===== config.mk =====
export PLATFORM = sky130hd
export DESIGN_NAME = if_id_skid_reg
export DESIGN_NICKNAME = d
export VERILOG_FILES = /design/src/rtl/pipe_pkg.sv /design/src/rtl/if_id_perf_cnt.sv /design/src/rtl/if_id_skid_reg.sv
export SDC_FILE = /design/constraint.sdc
export NUM_CORES = 1
export LEC_CHECK = 0
export CORE_AREA = 2 2 119 121
export CTS_CLUSTER_DIAMETER = 200
export DETAILED_ROUTE_END_ITERATION = 10
export DIE_AREA = 0 0 121 123
export HOLD_SLACK_MARGIN = 0.12
export PLACE_DENSITY_LB_ADDON = 0.12
export RECOVER_POWER = 50
export SETUP_SLACK_MARGIN = 0.05
export SLEW_MARGIN = 20
export SYNTH_ARGS = -nofsm -noshare
export SYNTH_HDL_FRONTEND = slang
export SYNTH_SLANG_ARGS = --single-unit

===== constraint.sdc =====
create_clock -name clk -period 1.8 [get_ports clk]
set_input_delay 0.45 -clock clk [delete_from_list [all_inputs] [get_ports clk]]
set_output_delay 0.45 -clock clk [all_outputs]
set_load 0.01 [all_outputs]

===== src/rtl/pipe_pkg.sv =====
// Shared pipeline definitions: the canonical RISC-V NOP, the IF/ID occupancy states
// and the fetch payload record.
package pipe_pkg;

  localparam logic [31:0] RV_NOP = 32'h00000013;

  // The state encoding doubles as the entry count.
  typedef enum logic [1:0] {
    ST_EMPTY = 2'd0,
    ST_ONE   = 2'd1,
    ST_FULL  = 2'd2
  } if_id_state_e;

  typedef struct packed {
    logic [31:0] pc;
    logic [31:0] instr;
  } if_id_payload_t;

endpackage


===== src/rtl/if_id_perf_cnt.sv =====
// Free-running 32-bit event counters for the IF/ID skid register.
// Instantiated only when IF_ID_PERF_CNT_EN is defined.
module if_id_perf_cnt (
  input  logic        clk,
  input  logic        reset_n,
  input  logic        stall_inc,
  input  logic        flush_inc,
  input  logic        full_inc,
  output logic [31:0] stall_cycles,
  output logic [31:0] flush_count,
  output logic [31:0] full_cycles
);

  // Plain +1 so each counter wraps naturally from 2^32-1 back to 0.
  always_ff @(posedge clk or negedge reset_n) begin
    if (!reset_n) begin
      stall_cycles <= '0;
      flush_count  <= '0;
      full_cycles  <= '0;
    end else begin
      if (stall_inc) stall_cycles <= stall_cycles + 32'd1;
      if (flush_inc) flush_count  <= flush_count + 32'd1;
      if (full_inc)  full_cycles  <= full_cycles + 32'd1;
    end
  end

endmodule


===== src/rtl/if_id_skid_reg.sv =====
// IF/ID pipeline register with valid/ready handshake and a 2-entry skid buffer.
// Define IF_ID_PERF_CNT_EN to add the stall/flush/full performance counters.
module if_id_skid_reg
  import pipe_pkg::*;
#(
  parameter int unsigned         PC_W      = 32,
  parameter int unsigned         INSTR_W   = 32,
  parameter logic [INSTR_W-1:0]  NOP_INSTR = INSTR_W'(RV_NOP),
  parameter logic [PC_W-1:0]     PC_RST    = '0
) (
  input  logic               clk,
  input  logic               reset_n,
  input  logic               flush,
  input  logic               stall,
  input  logic               in_valid,
  output logic               in_ready,
  input  logic [PC_W-1:0]    in_pc,
  input  logic [INSTR_W-1:0] in_instr,
  output logic               out_valid,
  input  logic               out_ready,
  output logic [PC_W-1:0]    out_pc,
  output logic [INSTR_W-1:0] out_instr,
  output logic [1:0]         occupancy,
  output logic [1:0]         state_dbg
`ifdef IF_ID_PERF_CNT_EN
  ,
  output logic [31:0]        stall_cycles,
  output logic [31:0]        flush_count,
  output logic [31:0]        full_cycles
`endif
);

  // Handshake: a transfer happens on a rising edge when valid and ready are both
  // high; valid never waits on ready, and stall acts as a forced out_ready=0.

  if_id_state_e       state_q;
  logic [PC_W-1:0]    main_pc_q;
  logic [INSTR_W-1:0] main_instr_q;
  logic [PC_W-1:0]    skid_pc_q;
  logic [INSTR_W-1:0] skid_instr_q;

  logic push;
  logic pop;

  // Ready and valid decode from the state register only: no out_ready->in_ready path.
  assign in_ready  = (state_q != ST_FULL);
  assign out_valid = (state_q != ST_EMPTY);
  assign occupancy = state_q;
  assign state_dbg = state_q;
  assign out_pc    = main_pc_q;
  assign out_instr = main_instr_q;

  assign push = in_valid & in_ready;
  assign pop  = out_valid & out_ready & ~stall;

  always_ff @(posedge clk or negedge reset_n) begin
    if (!reset_n) begin
      state_q      <= ST_EMPTY;
      main_pc_q    <= PC_RST;
      main_instr_q <= NOP_INSTR;
      skid_pc_q    <= '0;
      skid_instr_q <= '0;
    end else if (flush) begin
      // The bubble carries the PC being fetched, matching the old stall/flush latch.
      state_q      <= ST_EMPTY;
      main_pc_q    <= in_pc;
      main_instr_q <= NOP_INSTR;
    end else begin
      unique case (state_q)
        ST_EMPTY: begin
          if (push) begin
            state_q      <= ST_ONE;
            main_pc_q    <= in_pc;
            main_instr_q <= in_instr;
          end
        end
        ST_ONE: begin
          if (push && !pop) begin
            state_q      <= ST_FULL;
            skid_pc_q    <= in_pc;
            skid_instr_q <= in_instr;
          end else if (pop && !push) begin
            state_q      <= ST_EMPTY;
            main_instr_q <= NOP_INSTR;
          end else if (push && pop) begin
            main_pc_q    <= in_pc;
            main_instr_q <= in_instr;
          end
        end
        ST_FULL: begin
          // Skid always drains into main, keeping strict FIFO order.
          if (pop) begin
            state_q      <= ST_ONE;
            main_pc_q    <= skid_pc_q;
            main_instr_q <= skid_instr_q;
          end
        end
        default: begin
          state_q      <= ST_EMPTY;
          main_instr_q <= NOP_INSTR;
        end
      endcase
    end
  end

`ifdef IF_ID_PERF_CNT_EN
  if_id_perf_cnt u_perf_cnt (
    .clk          (clk),
    .reset_n      (reset_n),
    .stall_inc    (out_valid & ~pop),
    .flush_inc    (flush),
    .full_inc     (state_q == ST_FULL),
    .stall_cycles (stall_cycles),
    .flush_count  (flush_count),
    .full_cycles  (full_cycles)
  );
`endif

endmodule


==> summary by stage <==
Clock network
In this run the number of H-tree levels came out at 4. In this run the clock root is driven by a sky130_fd_sc_hd__clkbuf_16. The clock slew seen by the registers of the worst setup and hold paths is 50 ps. The number of sinks handled by clock tree synthesis is 130. TritonCTS created 17 clock buffers.

The later pin in the worst-skew pair is clocked with a latency of 410 ps. The clock tree from TritonCTS is yes. The clock tree buffer depth is 2.

Global routing
The largest net degree at the start of global routing is 45. The number of antenna violations at the first check in global routing is 0. After global routing the overflow that remains totals 0.

For this run, the total global-route usage over all layers was measured as 20.91%. The number of global-route vias before repair is 4,563. The global-route wire length before repair is 23,820 microns.

Setup path
The endpoint required time on the critical path is 2090 ps. STA puts the critical path data arrival time at 2220 ps. The startpoint identified for the worst register-to-register timing path is occupancy[1]$_DFFE_PN0P_. Of all nets on the critical path, the largest fanout is 8. The worst setup path startpoint is occupancy[1]$_DFFE_PN0P_. The largest individual stage delay along the critical path comes from the cell sky130_fd_sc_hd__dfrtp_2.

The worst setup path is captured at a flip-flop. On the worst path, the slowest cell contributes a delay of 430 ps. The type of the worst setup path is flip-flop to flip-flop.

Traced cell by cell, the critical path runs through buf_4 -> ha_4 -> and4bb_4 -> nand2_8 -> clkbuf_16 -> mux2_1. The type of origin of the critical path is a flip-flop. The number of cells on the worst reg-to-reg path is 6.

Timing
The total count of hold-check failures in the final report came to 0. Of the available clock period, the critical path in the final layout requires 107.2%. The minimum clock period is 1930 ps. Measured against its own limit, the worst slew margin works out to 40.63%. The setup TNS after final layout is -5950 ps. The final worst clock skew is 5.693 ps. Setup slack on the critical path of the routed design comes to -130.5 ps. The number of failing setup endpoints in the final timing report is 93. The worst hold slack is 496.7 ps. The slew at the pin closest to its max-slew limit is 890.6 ps.

The highest achievable clock rate is 518.0 MHz. Setup repair after global routing could not meet its margin everywhere. The number of pins exceeding their max-slew limit in the final report is 0.

Finish
The number of fill cells in the layout is 1,012. The share of the core filled with cells in the final layout is 67.89%. The post-route netlist has 40.12% of its cells at a drive strength greater than 1. The area added between synthesis and finish is 51.51%. The number of antenna diodes in the final layout is 0. The number of non-filler instances in the completed layout is 833. In the final design database the tool counted 720 nets.

Logic synthesis
The distinct cell type count of the synthesized netlist is 32. After synthesis the cells add up to 6100 sq um. A synthesized cell averages 13.26 sq um.

During synthesis, Yosys emitted a total of 0 warnings. The post-synthesis net count is 534. Synthesis produced 460 cells. The part of the Yosys area used for sequential elements is 53.39%. The largest area contributor in the synthesized netlist is sky130_fd_sc_hd__dfrtp_1. In this run, synthesis produced a sequential element count of 130. In this run the biggest area consumer among cell types represents 52.10% of the synthesized area.

By area the synthesized netlist is led by sky130_fd_sc_hd__dfrtp_1 52%, sky130_fd_sc_hd__mux2_2 14%, sky130_fd_sc_hd__mux2_4 7.4%.

Detailed routing
The violation count after the first detailed-routing iteration is 142. Before antenna repair, the detailed router went through 4 iterations. After detailed routing, the number of vias per cell comes to 5.371. The total routed wirelength is 16,180 microns. The final route contains 4,474 vias.

In the final routed layout, each cell accounts on average for 19.42 microns. The number of antenna-violating nets in the routed design is 0. In the routed design, unresolved DRC markers number 0.

Floorplanning
In this run the count of I/O pins placed on the die edge is 140. From left edge to right edge, the die measures 121 microns. In this run the standard cell core region covers 13,610 sq um. The overall die area is 14,880 sq um.

The count of standard-cell rows is 43. The initial core utilization is 44.81%. The vertical die dimension is 123 microns.

Pwr
The total power density per cell area is 1634 nW/um^2. The leakage power figure is 4.296 nW. VDD sags by at most 0.0008847 V.

The total power is 0.01510 W.

Worst hold path
In this run the most critical hold path is launched from skid_instr_q[17]$_DFFE_PN0P_. The kind of path behind the tightest hold check is flip-flop to flip-flop. Along the worst hold path, the cell count comes to 1.

Run status
The flow ran to the end, but the final reports show violations. The checks that failed: negative setup slack.

Placed design
The detailed placer's ending HPWL is 9215 microns. The routability congestion estimate is 0.8113. The cell count after placement is 775. The number of buffer cells added on primary ports is 139.

Run
Max-cap violations in this run came to 0.
==> Yosys cell counts <==
master	count
sky130_fd_sc_hd__dfrtp_1	127
sky130_fd_sc_hd__mux2_2	76
sky130_fd_sc_hd__inv_1	34
sky130_fd_sc_hd__a21oi_1	30
sky130_fd_sc_hd__a22o_1	30
sky130_fd_sc_hd__mux2_4	30
sky130_fd_sc_hd__o32ai_1	29
sky130_fd_sc_hd__mux2_1	23
sky130_fd_sc_hd__buf_2	14
sky130_fd_sc_hd__clkbuf_1	14
sky130_fd_sc_hd__nor2_1	8
sky130_fd_sc_hd__nand2_1	6
sky130_fd_sc_hd__buf_6	4
sky130_fd_sc_hd__ha_1	4
sky130_fd_sc_hd__o21ai_0	4
sky130_fd_sc_hd__and4_1	3
sky130_fd_sc_hd__buf_4	3
sky130_fd_sc_hd__dfstp_2	3
sky130_fd_sc_hd__o21bai_1	3
sky130_fd_sc_hd__a21o_1	2
sky130_fd_sc_hd__nand2b_1	2
sky130_fd_sc_hd__a21boi_1	1
sky130_fd_sc_hd__a21o_4	1
sky130_fd_sc_hd__a31oi_1	1
sky130_fd_sc_hd__and4bb_2	1
sky130_fd_sc_hd__buf_1	1
sky130_fd_sc_hd__nand2_2	1
sky130_fd_sc_hd__nand2b_2	1
sky130_fd_sc_hd__nor2b_1	1
sky130_fd_sc_hd__nor3b_2	1
sky130_fd_sc_hd__o221ai_1	1
sky130_fd_sc_hd__o22ai_1	1
==> worst max-delay path, delay by kind of cell, from the launching register on <==
family                     cells  cell delay (ps)
and+or+nand+nor                2              540
DFF                            1              430
buffers and inverters          2              350
muxes                          1              300
adders and majority gates      1              180
==> kinds of logic (layout without fill, tap and decap cells) <==
| kind of cell | Yosys count | after routing | share of synthesized area (%) |
|---|---|---|---|
| fa+ha+maj | 4 | 4 | 0.8205 |
| buf+inv | 70 | 262 | 5.272 |
| compound gates | 103 | 103 | 12.59 |
| simple gates | 24 | 25 | 2.257 |
| flops | 130 | 130 | 53.39 |
| mux | 129 | 129 | 25.66 |
==> where the power goes <==
group | total [W] | leakage, nW | internal [W] | switching [W]
Clock | 0.00304 | 0.250 | 0.00190 | 0.00115
Combinational | 0.00700 | 2.46 | 0.00401 | 0.00298
Sequential | 0.00506 | 1.59 | 0.00431 | 0.000753
==> per-stage QoR <==
stage	area (sq um)	setup slack (ps)
3_3_place_gp	7989	-310.0
6_report	9241	-130.5
4_1_cts	8843	-85.65
5_1_grt	9241	-188.6
2_1_floorplan	6280	-142.4
3_5_place_dp	7989	-351.2
==> layer usage <==
layer | global-route usage (%) | share of wire (%)
met1 | 26.90 | 43
met5 | 0 | 0
met2 | 34.30 | 50
met3 | 5.627 | 5.1
met4 | 7.195 | 1.5
==> timing repair <==
item	4_1_cts	5_1_grt
setup endpoints to repair	160	138
cloned	3	13
setup buffers	12	3
hold buffers	1	0
resized for setup	126	30
pin swaps	6	3
endpoints found under the hold margin	30	0
==> placed cells by master (no fill, tap or decap), types with 3 or more instances in the layout <==
| cell type | instances |
|---|---|
| sky130_fd_sc_hd__a21oi_1 | 29 |
| sky130_fd_sc_hd__a22o_1 | 30 |
| sky130_fd_sc_hd__and4_1 | 3 |
| sky130_fd_sc_hd__buf_12 | 10 |
| sky130_fd_sc_hd__buf_16 | 3 |
| sky130_fd_sc_hd__buf_4 | 28 |
| sky130_fd_sc_hd__buf_6 | 13 |
| sky130_fd_sc_hd__clkbuf_1 | 4 |
| sky130_fd_sc_hd__clkbuf_16 | 26 |
| sky130_fd_sc_hd__clkbuf_8 | 5 |
| sky130_fd_sc_hd__clkdlybuf4s50_1 | 68 |
| sky130_fd_sc_hd__dfrtp_1 | 125 |
| sky130_fd_sc_hd__dfstp_2 | 3 |
| sky130_fd_sc_hd__dlygate4sd2_1 | 58 |
| sky130_fd_sc_hd__dlymetal6s2s_1 | 6 |
| sky130_fd_sc_hd__inv_1 | 30 |
| sky130_fd_sc_hd__inv_4 | 3 |
| sky130_fd_sc_hd__mux2_1 | 7 |
| sky130_fd_sc_hd__mux2_2 | 71 |
| sky130_fd_sc_hd__mux2_4 | 51 |
| sky130_fd_sc_hd__nand2_1 | 4 |
| sky130_fd_sc_hd__nand2_8 | 3 |
| sky130_fd_sc_hd__nor2_1 | 7 |
| sky130_fd_sc_hd__o21ai_0 | 4 |
| sky130_fd_sc_hd__o21bai_1 | 3 |
| sky130_fd_sc_hd__o32ai_1 | 3 |
| sky130_fd_sc_hd__o32ai_2 | 26 |
==> state kept, by name, summed over array words and instances, names as in the netlist <==
register	count
out_pc	32
skid_pc_q	32
occupancy	2
skid_instr_q	32
out_instr	32
==> area by class of cell <==
cell class | instances | area (sq um) | share of cell area (%)
Sequential cell | 130 | 3259 | 35.27
Multi-Input combinational cell | 261 | 2914 | 31.53
Timing Repair Buffer | 202 | 2198 | 23.79
Clock buffer | 26 | 509.2 | 5.510
Tap cell | 180 | 225.2 | 2.437
Inverter | 34 | 135.1 | 1.462
==> path summary, 6_finish.rpt <==
check,slack [ps],to
hold / removal,500,skid_instr_q[17]$_DFFE_PN0P_
setup / recovery,-130,skid_instr_q[14]$_DFFE_PN0P_
min in group asynchronous,700,out_instr[19]$_DFFE_PN0P_
hold reg to reg,500,skid_instr_q[17]$_DFFE_PN0P_
setup reg to reg,-130,skid_instr_q[14]$_DFFE_PN0P_
max in group asynchronous,190,skid_pc_q[21]$_DFFE_PN0P_
Power figures use the tool's default switching activity.
